**src/rtl/alu_arbiter.sv**
```systemverilog
// alu_arbiter: shares one combinational ALU between two requesters.
//   Port 0 is the integer issue path, port 1 the address/branch-compare helper.
//   Round-robin arbitration, one registered result buffer per port, 1-cycle latency.
// Ports:
//   clk, reset            clock, synchronous active-high reset
//   req_valid/req_ready   per-port request handshake (req_ready = grant)
//   req_a, req_b          per-port operands, port i in [i*XLEN +: XLEN]
//   req_op                4-bit ALU select per port, port i in [i*4 +: 4]
//   req_word              per-port word-op flag (sign-extend result from bit 31)
//   rsp_valid/rsp_ready   per-port result handshake
//   rsp_data              per-port registered result
//   busy                  any request pending or any result buffer full
module alu_arbiter #(
   parameter int unsigned XLEN           = 32,
   parameter int unsigned FAIR_RESET_PRI = 0
) (
   input  logic              clk,
   input  logic              reset,
   input  logic [1:0]        req_valid,
   output logic [1:0]        req_ready,
   input  logic [2*XLEN-1:0] req_a,
   input  logic [2*XLEN-1:0] req_b,
   input  logic [7:0]        req_op,
   input  logic [1:0]        req_word,
   output logic [1:0]        rsp_valid,
   input  logic [1:0]        rsp_ready,
   output logic [2*XLEN-1:0] rsp_data,
   output logic              busy
);

   localparam int unsigned ShW      = $clog2(XLEN);
   localparam logic        ResetPri = (FAIR_RESET_PRI != 0);

   typedef enum logic [3:0] {
      OpAdd  = 4'd0,
      OpSub  = 4'd1,
      OpAnd  = 4'd2,
      OpOr   = 4'd3,
      OpXor  = 4'd4,
      OpSlt  = 4'd5,
      OpSltu = 4'd6,
      OpSll  = 4'd7,
      OpSrl  = 4'd8,
      OpSra  = 4'd9
   } alu_op_e;

   logic [1:0]            rsp_valid_q, rsp_valid_d;
   logic [1:0][XLEN-1:0]  rsp_data_q, rsp_data_d;
   logic                  pri_q, pri_d;

   logic [1:0]            can_accept;
   logic [1:0]            eligible;
   logic [1:0]            grant;

   logic [XLEN-1:0]       alu_a, alu_b, alu_raw, alu_y;
   logic [3:0]            alu_op;
   logic                  alu_word;
   logic [ShW-1:0]        shamt;

   // Arbitration depends only on handshake state, never on operands.
   always_comb begin
      can_accept = ~rsp_valid_q | rsp_ready;
      eligible   = req_valid & can_accept;
      grant      = eligible;
      if (eligible == 2'b11) begin
         grant = pri_q ? 2'b10 : 2'b01;
      end
   end

   // Operand mux; defaults to port 0 when nothing is granted (result unused).
   always_comb begin
      alu_a    = req_a[0 +: XLEN];
      alu_b    = req_b[0 +: XLEN];
      alu_op   = req_op[0 +: 4];
      alu_word = req_word[0];
      if (grant[1]) begin
         alu_a    = req_a[XLEN +: XLEN];
         alu_b    = req_b[XLEN +: XLEN];
         alu_op   = req_op[4 +: 4];
         alu_word = req_word[1];
      end
   end

   // Shared ALU. Shifts use only the low log2(XLEN) bits of b.
   always_comb begin
      shamt   = alu_b[ShW-1:0];
      alu_raw = '0;
      case (alu_op)
         OpAdd:   alu_raw = alu_a + alu_b;
         OpSub:   alu_raw = alu_a - alu_b;
         OpAnd:   alu_raw = alu_a & alu_b;
         OpOr:    alu_raw = alu_a | alu_b;
         OpXor:   alu_raw = alu_a ^ alu_b;
         OpSlt:   alu_raw = {{(XLEN-1){1'b0}}, ($signed(alu_a) < $signed(alu_b))};
         OpSltu:  alu_raw = {{(XLEN-1){1'b0}}, (alu_a < alu_b)};
         OpSll:   alu_raw = alu_a << shamt;
         OpSrl:   alu_raw = alu_a >> shamt;
         OpSra:   alu_raw = XLEN'($signed(alu_a) >>> shamt);
         default: alu_raw = '0;
      endcase
   end

   // Word ops sign-extend from bit 31; a no-op when XLEN is 32.
   always_comb begin
      alu_y = alu_raw;
      if (alu_word) begin
         for (int i = 32; i < int'(XLEN); i++) begin
            alu_y[i] = alu_raw[31];
         end
      end
   end

   // A grant both refills and keeps the buffer valid, so a drain in the
   // same cycle never creates a bubble.
   always_comb begin
      rsp_valid_d = rsp_valid_q;
      rsp_data_d  = rsp_data_q;
      for (int i = 0; i < 2; i++) begin
         if (grant[i]) begin
            rsp_valid_d[i] = 1'b1;
            rsp_data_d[i]  = alu_y;
         end else if (rsp_ready[i]) begin
            rsp_valid_d[i] = 1'b0;
         end
      end
      // Pointer only moves on contention, to the port that lost.
      pri_d = (eligible == 2'b11) ? ~pri_q : pri_q;
   end

   always_ff @(posedge clk) begin
      if (reset) begin
         rsp_valid_q <= '0;
         rsp_data_q  <= '0;
         pri_q       <= ResetPri;
      end else begin
         rsp_valid_q <= rsp_valid_d;
         rsp_data_q  <= rsp_data_d;
         pri_q       <= pri_d;
      end
   end

   assign req_ready = grant;
   assign rsp_valid = rsp_valid_q;
   assign rsp_data  = rsp_data_q;
   assign busy      = (|req_valid) | (|rsp_valid_q);

endmodule

```
**config.mk**
```make
export PLATFORM = sky130hd
export DESIGN_NAME = alu_arbiter
export DESIGN_NICKNAME = d
export VERILOG_FILES = /design/src/rtl/alu_arbiter.sv
export SDC_FILE = /design/constraint.sdc
export NUM_CORES = 1
export LEC_CHECK = 0
export ABC_AREA = 0
export CORE_MARGIN = 2
export CORE_UTILIZATION = 44
export DETAILED_ROUTE_END_ITERATION = 8
export PLACE_DENSITY = 0.67
export SLEW_MARGIN = 40
export SYNTH_ARGS = -nofsm -noshare
export SYNTH_HDL_FRONTEND = slang
export SYNTH_SLANG_ARGS = --single-unit
```
**constraint.sdc**
```tcl
create_clock -name clk -period 16.15 [get_ports clk]
set_input_delay 3.23 -clock clk [delete_from_list [all_inputs] [get_ports clk]]
set_output_delay 3.23 -clock clk [all_outputs]
set_load 0.01 [all_outputs]
```
==> flow_summary.yaml <==
yosys:
  yosysSeqAreaShare_pct: 9.310
  synth_cells: 2127
  async_flop_share_pct: 0
  ys_ff_latch: 67
  ys.flop_type: "dfxtp_1"
  synthDistinctLibCells: 81
  synth.cell_area_sq_um: 14410
  synth_area_per_cell_sq_um: 6.774
  yosysWarnings: 0
  syn-num-nets: 2371
  synth_edf_count: 0
global_route:
  grt_usage_pct: 39.61
  antenna_found_initial: 3
  overflow: 0
  grt_pass1_wl_um: 102300
  grt_max_degree: 63
  grt_pass1_vias: 16030
floorplanning:
  start_util_pct: 44.51
  die_width_um: 185.0
  die_area_sq_um: 34210
  ioPinCount: 213
  die_h_um: 185.0
  coreArea_sq_um: 32370
  row_count: 66
clocking:
  clock_sinks: 67
  cts_hold_buf: 0
  cts_buffers: 9
  cts_tree: "yes"
  post_cts_resized: 0
  insertion_delay_ns: 0.33
  path_clk_slew_ns: 0.06
  cts_setup_buffers: 0
  ctsHtreeMaxLevel: 3
  cts_buffer_depth: 2
  clockRootBuffer: "clkbuf_16"
worst_hold_path:
  min_from: "rsp_data[35]"
  whs_endpoint: "rsp_data[35]"
  hold_depth: 2
  hp-class: "reg2reg"
route:
  vias: 17660
  drt_iter0_drc: 1806
  drtPass1Iterations: 6
  wl_per_cell_um: 26.11
  viasPerCell: 6.604
  drt_drc_violations_left: 0
  routed_wl_um: 69810
  drtAntennaViolNets: 0
worst_setup_path:
  critical_path_arrival_ns: 10.08
  path_class: "in2reg"
  cp-start-kind: "input pin"
  timing.rr.end: "rsp_data[57]"
  regToRegSetupSlack_ns: 9.26
  regToRegStartpoint: "rsp_valid[0]"
  crit_path_max_fanout: 52
  critPathCaptureType: "flip-flop"
  crit_start: "req_valid[0]"
  crit_required_ns: 16.33
  worst_r2r_path_depth: 18
cells_and_area:
  drive_gt1_share_pct: 7.937
  nets: 2469
  final_cell_mix: "nand2_1, nor2_1, clkdlybuf4s50_1"
  final_common_cell: "nand2_1"
  fillers: 3272
  synthToLayoutAreaGrowth_pct: 18.72
place:
  place_congestion: 1.029
  dp_hpwl_um: 54260
  port_buffers: 210
run:
  drv_cap: 0
timing:
  rsz0062_at_grt: "no"
  period_needed_ns: 9.899
  slew_viol_final: 0
  max_slew_margin_pct: 37.90
  fmax_mhz: 101.0
  finalClockSkew_ns: 0.005930
  finalHoldViolCount: 0
  worstMarginPinSlew_ns: 0.9260
  fin_hold_ws_ns: 0.4643
  setup-tns-final_ns: 0
  post-route-period-util_pct: 61.29
  finalSetupViolCount: 0
power_and_ir_drop:
  peakVddDrop_mv: 0.06645
  leakage_nw: 7.077
  p_per_area_nw_per_um2: 72.71
outcome:
  status: "finished, final reports clean"
[critical path, cell delays in order]
cell	delay (ns)
clkdlybuf4s50_1	0.56
nand2b_4	0.09
o211ai_4	0.15
buf_4	0.61
buf_4	0.63
buf_4	0.62
nand2_1	0.12
nand2_1	0.18
ha_1	0.36
and4b_1	0.52
o2111ai_2	0.43
o211a_1	0.34
a211o_1	0.40
o41ai_4	0.56
a21oi_1	0.14
o21bai_1	0.18
nor3_1	0.06
nor4b_1	0.64
a211oi_1	0.16
[flip-flops by register name, indices dropped and copies added, names as in the netlist]
register / flops
pri_q: 1
rsp_valid: 2
rsp_data: 64
[metrics by stage]
step / instances / util, % / power [mW] / setup slack (ns) / area [sq um]
floorplan: 2127 / - / 0.7096 / 7.724 / 14410
CTS: 2672 / 52.78 / 1.218 / 6.403 / 17080
global placement: 2656 / 51.71 / 1.008 / 6.101 / 16740
finish: 2674 / 52.84 / 1.244 / 6.251 / 17110
detailed placement: 2656 / 51.85 / 1.018 / 6.080 / 16780
global route: 2673 / 52.83 / 1.306 / 6.017 / 17100
[final cells by class]
cell class                 instances  area [sq um]  area share (%)
antenna                            2         5.005         0.02926
clock buffer                       9         225.2           1.317
clock inverter                     7         75.07          0.4389
inverter                         106         402.9           2.355
multi-input combinational       1788         12090           70.65
sequential                        67          1341           7.841
tap                              442         553.0           3.233
timing repair buffer             253          2417           14.13
[routing by layer]
layer  up-vias  track usage (%)  part of all wire (%)
met1      8389            51.26                    40
li1       8049                -                     -
met2      1026            63.48                    44
met4         0            21.90                   6.3
met5         -                0                     0
met3       196            5.387                   9.0
[power by group]
group	internal, mW	leakage (nW)	switching, mW	total [mW]
logic	0.303	6.37	0.548	0.851
registers	0.184	0.554	0.0107	0.195
clock network	0.121	0.150	0.0775	0.198
[synth_stat cells (all sizes together), types with 22 or more instances]
master,instances,area [sq um]
buf,62,299.0
mux4,22,495.5
nor2b,39,244.0
nand3,46,230.2
dfxtp,67,1341
o211ai,36,284.0
clkbuf,104,391.6
a211oi,79,593.1
a21oi,168,840.8
ha,98,1226
a221oi,34,297.8
nand2,308,1156
o21ai,106,530.5
nor2,240,900.9
mux2i,156,1565
mux2,44,495.5
nor3,60,300.3
inv,99,371.6
[cells by family after synthesis]
| kind of cell | count (synthesis) | synth area share (%) |
|---|---|---|
| compound gates | 664 | 31.74 |
| xor+xnor | 9 | 0.5471 |
| fa+ha+maj | 100 | 8.789 |
| buf+inv | 272 | 7.555 |
| flops | 67 | 9.310 |
| mux | 222 | 17.74 |
| simple gates | 793 | 24.32 |
[worst max-delay path by stage]
stage,to,depth (start not counted)
after global placement,rsp_data[63],19
after floorplan,req_ready[1],9
after CTS,rsp_data[63],19
after global routing,rsp_data[57],19
final,rsp_data[57],19
after detailed placement,rsp_data[63],19
(Power assumes the default switching activity.)
